==> src/rtl/sap_datapath.sv <==
// sap_datapath: execution end of the SAP machine. Holds PC, MAR, the 16x8
// program memory, IR, registers A-D, the adder, flags and the output
// register, and drives the shared bus from the sequencer's control word.
module sap_datapath #(
   parameter int DATA_W = 8,
   parameter int ADDR_W = 4
) (
   input  logic              clk,
   input  logic              rst,
   input  logic [14:0]       control_lines,
   output logic [DATA_W-1:0] bus_out,
   output logic [3:0]        reg_ir,
   output logic [1:0]        flag_lines,
   output logic [DATA_W-1:0] out_port,
   output logic              out_valid,
   output logic              bus_conflict,
   input  logic              prog_we,
   input  logic [ADDR_W-1:0] prog_addr,
   input  logic [DATA_W-1:0] prog_data
);

   logic ep, lm, cnt, li, em, la, lb, lc, ld, ea, eb, es, lo, ei, lp;
   assign ep  = control_lines[0];
   assign lm  = control_lines[1];
   assign cnt = control_lines[2];
   assign li  = control_lines[3];
   assign em  = control_lines[4];
   assign la  = control_lines[5];
   assign lb  = control_lines[6];
   assign lc  = control_lines[7];
   assign ld  = control_lines[8];
   assign ea  = control_lines[9];
   assign eb  = control_lines[10];
   assign es  = control_lines[11];
   assign lo  = control_lines[12];
   assign ei  = control_lines[13];
   assign lp  = control_lines[14];

   logic [ADDR_W-1:0] pc;
   logic [ADDR_W-1:0] mar;
   logic [DATA_W-1:0] ir;
   logic [DATA_W-1:0] reg_a;
   logic [DATA_W-1:0] reg_b;
   logic [DATA_W-1:0] reg_c;
   logic [DATA_W-1:0] reg_d;
   logic              carry;
   logic              zero;
   logic [DATA_W-1:0] mem [2**ADDR_W];
   logic [DATA_W:0]   sum;
   logic [5:0]        enables;
   logic              multi_drive;

   // Adder is always live; carry is the ninth bit.
   assign sum = {1'b0, reg_a} + {1'b0, reg_b};

   // More than one bus enable set means some driver lost arbitration.
   assign enables     = {es, eb, ea, ei, em, ep};
   assign multi_drive = |(enables & (enables - 6'd1));

   assign reg_ir     = ir[DATA_W-1:DATA_W-4];
   assign flag_lines = {zero, carry};

   // Bus mux: fixed priority EP > EM > EI > EA > EB > ES, idle bus reads 0.
   always_comb begin
      bus_out = '0;
      if (ep)      bus_out = {{(DATA_W-ADDR_W){1'b0}}, pc};
      else if (em) bus_out = mem[mar];
      else if (ei) bus_out = {{(DATA_W-4){1'b0}}, ir[3:0]};
      else if (ea) bus_out = reg_a;
      else if (eb) bus_out = reg_b;
      else if (es) bus_out = sum[DATA_W-1:0];
   end

   // Program memory: no reset; reads above see the pre-edge contents.
   always_ff @(posedge clk) begin
      if (prog_we) mem[prog_addr] <= prog_data;
   end

   // Architectural registers load from the bus at the edge after the control word.
   always_ff @(posedge clk or negedge rst) begin
      if (!rst) begin
         pc           <= '0;
         mar          <= '0;
         ir           <= '0;
         reg_a        <= '0;
         reg_b        <= '0;
         reg_c        <= '0;
         reg_d        <= '0;
         carry        <= 1'b0;
         zero         <= 1'b0;
         out_port     <= '0;
         out_valid    <= 1'b0;
         bus_conflict <= 1'b0;
      end else begin
         if (lp)       pc <= bus_out[ADDR_W-1:0];
         else if (cnt) pc <= pc + 1'b1;
         if (lm) mar   <= bus_out[ADDR_W-1:0];
         if (li) ir    <= bus_out;
         if (la) reg_a <= bus_out;
         if (lb) reg_b <= bus_out;
         if (lc) reg_c <= bus_out;
         if (ld) reg_d <= bus_out;
         // Flags track only an adder result written back into A.
         if (la && es) begin
            carry <= sum[DATA_W];
            zero  <= (sum[DATA_W-1:0] == '0);
         end
         if (lo) out_port <= bus_out;
         out_valid <= lo;
         if (multi_drive) bus_conflict <= 1'b1;
      end
   end

endmodule

==> config.mk <==
export PLATFORM = sky130hd
export DESIGN_NAME = sap_datapath
export DESIGN_NICKNAME = d
export VERILOG_FILES = /design/src/rtl/sap_datapath.sv
export SDC_FILE = /design/constraint.sdc
export NUM_CORES = 1
export LEC_CHECK = 0
export ABC_AREA = 1
export ABC_CLOCK_PERIOD_IN_PS = 2900
export BUFFER_PORTS_ARGS = -buffer_cell sky130_fd_sc_hd__buf_2
export CORE_MARGIN = 5
export CORE_UTILIZATION = 60
export CTS_CLUSTER_SIZE = 10
export DETAILED_ROUTE_END_ITERATION = 8
export GPL_TIMING_DRIVEN = 0
export HOLD_SLACK_MARGIN = 0.05
export PLACE_DENSITY = 0.84
export SLEW_MARGIN = 10
export SYNTH_ARGS = -nofsm -noshare
export SYNTH_HDL_FRONTEND = slang
export SYNTH_SLANG_ARGS = --single-unit
==> constraint.sdc <==
create_clock -name clk -period 2.9 [get_ports clk]
set_input_delay 0.58 -clock clk [delete_from_list [all_inputs] [get_ports clk]]
set_output_delay 0.58 -clock clk [all_outputs]
set_load 0.02 [all_outputs]
# Word-level counts from Yosys, hierarchy flattened
# Memories as Yosys holds them, arrays and structs flattened.
# Cells that the tools add are included.
dict set report word_totals {
  ramBits 128
  ff_bits 44
  in_bits 30
  out_inout_bits 24
  elab_cells 29
  mem_count 1
}
dict set report classes {
  reduce_logical 4
  muxes 10
  bitwise 1
  n_addsub 3
}
# memory depth width read_ports rd_ports_with_merged_regs wr line
set memory_table {}
lappend memory_table {mem 16 8 1 0 1 48} ;# logic [DATA_W-1:0] mem [2**ADDR_W];
# op count
set ops {}
lappend ops {{8-bit two-way mux} 6}
lappend ops {{8-bit by 8-bit adder with 9-bit output} 1}
lappend ops {{8-bit logical NOT} 1}
lappend ops {{4-bit two-way mux} 2}
lappend ops {{6-bit AND} 1}
lappend ops {{6-bit OR reduction} 1}
lappend ops {{6-bit by 1-bit subtractor with 6-bit output (second input constant)} 1}
lappend ops {{4-bit by 1-bit adder with 4-bit output (second input constant)} 1}
lappend ops {{1-bit two-way mux} 2}
lappend ops {{2-bit nonzero test} 1}
lappend ops {{1-bit logical AND} 1}

# Longest topological paths before layout
# Gate-level depths: netlist of run 1.
dict set report depth {
  word_depth 8
  mapped_depth 14
  mapped_depth_nobuf 14
}

# Least setup slack after synthesis of run 1
# Ideal clock, no wire load.
dict set report synth_path {
  path_type {register -> output}
  start {register reg_a[0]}
  end {output bus_out[2]}
  path_stages_with_launch 8
  slack_ps 356
  arrival_ps 1964
  path_cell_list {dfrtp_1 -> ha_1 -> fa_1 -> xor2_1 -> nand2_1 -> a21oi_1 -> nor2_1 -> a21boi_0}
}
dict set report synth_via {
  elab_chain_cells 7
}
# item line
set synth_lines {}
lappend synth_lines {{from (decl)} 42} ;# logic [DATA_W-1:0] reg_a;
lappend synth_lines {{from (signal assigned)} 99} ;# if (la) reg_a <= bus_out;
lappend synth_lines {{8-bit by 8-bit adder with 9-bit output} 54} ;# assign sum = {1'b0, reg_a} + {1'b0, reg_b};
lappend synth_lines {{8-bit two-way mux} 71} ;# else if (es) bus_out = sum[DATA_W-1:0];
lappend synth_lines {{8-bit two-way mux} 70} ;# else if (eb) bus_out = reg_b;
lappend synth_lines {{8-bit two-way mux} 69} ;# else if (ea) bus_out = reg_a;
lappend synth_lines {{8-bit two-way mux} 68} ;# else if (ei) bus_out = {{(DATA_W-4){1'b0}}, ir[3:0]};
lappend synth_lines {{8-bit two-way mux} 67} ;# else if (em) bus_out = mem[mar];
lappend synth_lines {{8-bit two-way mux} 66} ;# if (ep) bus_out = {{(DATA_W-ADDR_W){1'b0}}, pc};
lappend synth_lines {{to (decl)} 11} ;# output logic [DATA_W-1:0] bus_out,
# Every way passes these cells.

# Worst setup path in the final report of run 1
dict set report layout_path {
  start {register reg_a[0]}
  end {output bus_out[4]}
}
# The elaborated chain is that of the path after synthesis.

==> metrics.txt, run 1 <==
Crit Path Class=reg2out; Sequential Area=4945 um2; final setup margin=0.03218 ns; starting density of the core=60.36%; H-tree lvl count=4; Worst R2R Path Depth=11; worst setup timing slack at the placement stage=0.2798 ns; routed vias/inst=5.805; wire length of the first global-routing pass=30,050 um; clock tree from TritonCTS=yes; total via count after detailed routing=6,171; clock network fraction of total power=33.4%; number of remaining DRC errors=0; worst reg2reg startpoint=reg_a[0]; antenna violations before repair=0; combinational share of power=23.8%; Wirelength per Cell=18.23 um; area of combinational cells with multiple inputs=2582 um2; data required time of the worst path=2.32 ns; switching power total=2.105 mW; Detailed Route WL=19,380 um; RSZ-0062 raised after global routing=yes; critical-path cell with the highest stage delay=dfrtp_1; Reg2Reg Capture Point=pc[1]; Layout area overhead=15.73%; final standard cell area without fillers=9140 um2; width of the die=124.7 um; Synth Area per Inst=9.897 um2; length of the first detailed-routing pass in iterations=5; number of distinct standard cells referenced by the synthesized netlist=34; internal power=4.665 mW; number of input and output port buffers inserted=49; sink count of the clock tree=172; PD cells=740.7 nW/um2; number of top-level pins=54; clock root buffer=clkbuf_16; vertical extent of the die=124.7 um; Post-Syn Nets=838; kind of launch point of the worst setup path=register; portion of the post-synthesis area used by sequential elements=62.61%; upper clock frequency limit=0.3487 GHz; layout cells sized above 1=17.70%; cell breakdown of the critical path=ha_2 -> fa_2 -> nand3_1 -> nand3_1 -> xnor2_1 -> o21ai_1 -> nand2_1 -> a21oi_2 -> buf_6; number of register bits inferred by synthesis=172; Fillers=911; yosys synthesis warning count=0; fin nets=914; register clock-pin slew on the reported worst setup and hold paths=0.07 ns; arrival time of data at the critical path endpoint=2.29 ns; number of global-route vias before repair=5,799; fraction of the cycle the final worst path needs=98.89%; core outline area=13,090 um2; tightest slew margin relative to the limit=28.56%; Post-Syn Area=7898 um2; clock skew=0.01017 ns; source of the critical timing path=reg_a[0]; all-layer global routing usage=24.81%; Congestion Overflow GR=0; final setup vio count=0; die footprint=15,560 um2; type of the most critical hold path=in2async; critical-path maximum fanout=3; endpoint class of the critical path=output pin; worst-case clock buffer depth=2; clock period minus worst slack=2.868 ns; number of standard cells after synthesis=798; final antenna-violating net count=0; maximum number of pins on one net before global-route repair=45; number of buffers created by CTS=17; initial DRC count=711; cell area after placement=8363 um2; total power after layout=6.770 mW; Tightest Pin Transition=1.068 ns; fin. max-slew vios=0; switching power share of the total=31.09%; worst ir drop on vdd=616.8 uV; stage delay of the slowest cell on the critical path=0.39 ns; count of final hold-check violations=0; status=complete, no violations; reg-to-reg slack, setup=0.85 ns; Critical Path Most Common Cell=nand3_1; sum of net half-perimeters after detailed placement=12,580 um; number of diodes=0; number of maximum-capacitance violations=0; standby leakage power=3.881 nW; count of standard-cell rows=42; Seq pwr share=42.9%; routability congestion estimate from global placement=0.8902; clock network latency to the later pin of the worst-skew pair=0.43 ns
-- cell usage in the layout (no fill, tap or decap), types with 3 or more instances in the layout --
cell / n
a21oi_1: 19
a21oi_2: 5
buf_2: 54
buf_4: 26
buf_6: 10
clkbuf_1: 4
clkbuf_16: 17
clkinv_1: 5
clkinv_4: 3
dfrtp_1: 44
edfxtp_1: 128
ha_1: 4
ha_4: 4
inv_1: 43
inv_6: 5
nand2_1: 233
nand2_2: 9
nand3_1: 121
nand3_2: 5
nand3b_1: 4
nand4_1: 4
nor2_1: 69
o211ai_1: 5
o21ai_0: 17
o21ai_1: 20
-- how the worst max path moves through the flow --
stage,to,slack [ns],cells after the start
after floorplan,bus_out[2],0.36,7
after global placement,bus_out[2],0.28,8
after detailed placement,bus_out[2],0.28,8
after CTS,bus_out[6],0.02,10
after global routing,bus_out[2],-0.08,8
final,bus_out[4],0.03,9
-- power groups by stage --
stage	Clock [mW]	Combinational [mW]	Sequential, mW
floorplan	0	1.01	2.94
global placement	0	1.43	2.94
detailed placement	0	1.47	2.94
CTS	2.27	1.51	2.89
global route	2.39	1.76	2.91
finish	2.26	1.61	2.90
-- synthesized netlist by cell type --
master / number / area share (%)
o21ai_0: 19 / 1.2
nor4_1: 1 / 0.079
inv_1: 43 / 2.0
inv_2: 2 / 0.095
or2_2: 2 / 0.16
ha_1: 9 / 1.4
clkinv_1: 4 / 0.19
a21oi_1: 24 / 1.5
o21ai_1: 18 / 1.1
o22ai_1: 1 / 0.079
nand3_2: 3 / 0.38
buf_2: 13 / 0.82
o2111ai_1: 1 / 0.11
o31ai_1: 1 / 0.095
a22oi_1: 1 / 0.095
xor2_1: 2 / 0.22
buf_4: 13 / 1.2
xnor2_1: 2 / 0.22
inv_6: 1 / 0.11
a21boi_0: 2 / 0.19
nand2_1: 235 / 11
nor2_1: 69 / 3.3
nand2_2: 8 / 0.63
nand4_1: 4 / 0.32
a221oi_1: 1 / 0.11
nand3_1: 123 / 7.8
o211ai_1: 5 / 0.48
fa_1: 1 / 0.25
nor2_2: 1 / 0.079
edfxtp_1: 128 / 49
nand3b_1: 4 / 0.38
buf_6: 9 / 1.3
clkbuf_1: 4 / 0.19
dfrtp_1: 44 / 14
-- repair_timing --
item	CTS	global route
hold buffers	0	0
endpoints found under the setup margin	5	7
setup buffers	4	4
hold endpoints to repair	0	0
pin swaps	5	2
gates resized for setup	11	21
-- sequential cells by signal (all words and copies together), names as in the netlist --
signal and cells:
mem 128, ir 8, out_port 8, reg_a 8
reg_b 8, mar 4, pc 4, bus_conflict 1
carry 1, out_valid 1, zero 1
-- through the flow --
step	hold WS, ns	utilization, %	cells	TNS [ns]
after floorplan	0.2844	-	798	0
after global placement	0.4609	63.91	1023	0
after detailed placement	0.4612	63.91	1023	0
after CTS	0.3318	68.88	1059	0
after global routing	0.3658	69.85	1063	-0.2463
final	0.3099	69.85	1063	0
-- per-layer routing --
metal	vias to the layer above	GRT usage [%]	share of wire, %
met2	356	41.41	49
met3	45	6.089	9.0
met4	0	9.091	2.9
li1	2856	-	-
met5	-	0	0
met1	2914	31.60	39
-- kinds of logic after synthesis --
kind of cell	synth area share [%]
adders and majority gates	1.679
buffers and inverters	5.973
xor gates and xnor gates	0.4437
AOI/OAI and AO/OA	5.022
DFF	62.61
and+or+nand+nor	24.27
-- critical path, delay by kind of cell (launching register included) --
kind,cells,cell delay [ns]
and+or+nand+nor,3,0.28
xor gates and xnor gates,1,0.15
adders and majority gates,2,0.57
DFF,1,0.39
buffers and inverters,1,0.14
AOI/OAI and AO/OA,2,0.32
-- layout make-up --
type / count / area share, %
well taps: 176 / 2.409
multi-input cells: 537 / 28.25
repair buffers: 57 / 3.546
clock inverters: 15 / 1.821
clock buffers: 17 / 4.654
plain buffers: 39 / 3.107
inverters: 50 / 2.108
flip-flops and latches: 172 / 54.10
Power figures use the tool's default switching activity.
==> run 2: changes to the inputs <==
REMOVE_ABC_BUFFERS = 1   (was unset)
==> run 2 against run 1 <==
Compared with the run above:
- the flow now finishes with violations (setup timing)
- sequential share of layout area rose by 0.079 points
- clock-buffer cell count stayed put
- clock skew down 0.0022 ns
- register-to-register slack got worse by 0.04 ns
- largest cell class unchanged
==> metrics.txt, run 2 (same netlist as run 1, synthesis figures left out) <==
final setup vio count=1 (was 0); critical-path maximum fanout=3 (unchanged); clock tree from TritonCTS=yes (unchanged); highest-count cells in the layout ignoring fill and taps=232 x nand2_1, 128 x edfxtp_1, 117 x nand3_1 (was 233 x nand2_1, 128 x edfxtp_1, 121 x nand3_1); total via count after detailed routing=6,137 (was 6,171); Post-Route Hold Slack=0.2985 ns (was 0.3099 ns); worst ir drop on vdd=543.1 uV (was 616.8 uV); Tightest Pin Transition=1.004 ns (was 1.068 ns); final antenna-violating net count=0 (unchanged); all-layer global routing usage=25.12% (was 24.81%); initial DRC count=684 (was 711); fin. max-slew vios=0 (unchanged); sum of net half-perimeters after detailed placement=11,310 um (was 12,580 um); tightest slew margin relative to the limit=32.79% (was 28.56%); count of standard-cell rows=42 (unchanged); reg-to-reg slack, setup=0.81 ns (was 0.85 ns); number of buffers created by CTS=17 (unchanged); total power after layout=6.797 mW (was 6.770 mW); layout cells sized above 1=17.71% (was 17.70%); number of input and output port buffers inserted=51 (was 49); clock skew=0.007957 ns (was 0.01017 ns); Layout area overhead=15.83% (was 15.73%); wire length of the first global-routing pass=30,300 um (was 30,050 um); type of the most critical hold path=in2async (unchanged); Worst R2R Path Depth=12 (was 11); register clock-pin slew on the reported worst setup and hold paths=0.07 ns (about the same); die footprint=15,560 um2 (unchanged); number of maximum-capacitance violations=0 (unchanged); cts-stage hold buffer count=0 (unchanged); data required time of the worst path=2.32 ns (about the same); Wirelength per Cell=19.07 um (was 18.23 um); fin nets=892 (was 914); max FFs per register=128 (unchanged); width of the die=124.7 um (unchanged); clock network latency to the later pin of the worst-skew pair=0.43 ns (about the same); count of final hold-check violations=0 (unchanged); violated checks=setup timing; RSZ-0062 raised after global routing=yes (unchanged); vertical extent of the die=124.7 um (unchanged); final setup margin=-0.04742 ns (was 0.03218 ns); upper clock frequency limit=0.3393 GHz (was 0.3487 GHz); Detailed Route WL=19,830 um (was 19,380 um); number of top-level pins=54 (unchanged); Congestion Overflow GR=0 (unchanged); fraction of the cycle the final worst path needs=101.6% (was 98.89%); arrival time of data at the critical path endpoint=2.37 ns (was 2.29 ns); starting density of the core=60.36% (unchanged); antenna violations before repair=0 (unchanged); length of the first detailed-routing pass in iterations=6 (was 5); number of remaining DRC errors=0 (unchanged); worst reg2reg startpoint=reg_b[0] (was reg_a[0]); clock period minus worst slack=2.947 ns (was 2.868 ns); cell area after placement=8117 um2 (was 8363 um2); worst-case clock buffer depth=2 (unchanged); Crit Path Class=reg2out (unchanged); routability congestion estimate from global placement=0.8998 (was 0.8902); status=finished with violations (was complete, no violations); maximum number of pins on one net before global-route repair=45 (unchanged); routed vias/inst=5.901 (was 5.805); final standard cell area without fillers=9148 um2 (was 9140 um2); clock root buffer=clkbuf_16 (unchanged); most common library cell in the layout ignoring fill and taps=nand2_1 (unchanged); standby leakage power=3.841 nW (was 3.881 nW); number of diodes=0 (unchanged); largest reg by FF count=mem (unchanged); kind of launch point of the worst setup path=register (unchanged); H-tree lvl count=4 (unchanged); number of global-route vias before repair=5,882 (was 5,799); PD cells=743.0 nW/um2 (was 740.7 nW/um2); sink count of the clock tree=172 (unchanged); Reg2Reg Capture Point=ir[6] (was pc[1]); core outline area=13,090 um2 (unchanged); share of the core filled with cells in the final layout=69.91% (was 69.85%); endpoint class of the critical path=output pin (unchanged)
## run 2: cell count changes in the layout (fill, tap and decap cells not counted), sizes merged
cell      change
bufbuf        +1
clkbuf        -5
buf          -20
bufinv        -1
clkinvlp      -2
inv           +4
## run 2: worst max-delay path: stages (launching register included)
cell and delay [ns]:
dfrtp_1 0.43, ha_4 0.19, fa_2 0.41, nand3_2 0.08
nand3_2 0.08, xnor2_2 0.15, o21ai_1 0.17, nand2_1 0.11
a21oi_2 0.18, buf_6 0.14
## run 2: area by class of cell
| type | instances | area (um2) |
|---|---|---|
| clock buffer | 17 | 425.4 |
| clock inverter | 14 | 135.1 |
| fill | 923 | 3938 |
| inverter | 50 | 214.0 |
| multi-input combinational | 537 | 2649 |
| sequential | 172 | 4956 |
| tap | 176 | 220.2 |
| timing repair buffer | 72 | 523.0 |
| timing repair inverter | 2 | 25.02 |
## run 2: power breakdown
group,total [mW],switching [mW],internal [mW]
sequential,2.96,0.157,2.80
combinational,1.64,1.03,0.610
clock,2.19,0.995,1.20
total,6.80,2.19,4.61
## run 2: worst max path at each step
stage	startpoint	end	cells past startpoint
global placement	mar[0]	bus_out[1]	11
finish	reg_b[0]	bus_out[4]	9
CTS	reg_a[0]	bus_out[2]	8
floorplan	mar[0]	bus_out[2]	6
global route	reg_b[0]	bus_out[4]	9
detailed placement	mar[1]	bus_out[2]	9
## run 2: timing repair
item / 4_1_cts / 5_1_grt
pin swaps: 5 / 20
setup endpoints to repair: 8 / 8
setup buffers: 6 / 12
resized for setup: 26 / 38
cloned: 3 / 1
endpoints found under the hold margin: 0 / 0
## run 2: per-layer routing
metal	up-vias	part of all wire, %	GRT usage (%)
li1	2811	-	-
met1	2907	36	29.58
met2	374	52	43.83
met3	45	9.8	7.033
met4	0	2.0	9.478
met5	-	0	0
## run 2: through the flow
stage / setup TNS (ns) / setup slack [ns] / instances
after floorplan: -0.5190 / -0.1670 / 759
after global placement: -36.99 / -1.358 / 986
after detailed placement: -0.8155 / -0.3580 / 987
after CTS: 0 / 0.001003 / 1027
after global routing: -0.4342 / -0.1530 / 1040
final: -0.04742 / -0.04742 / 1040
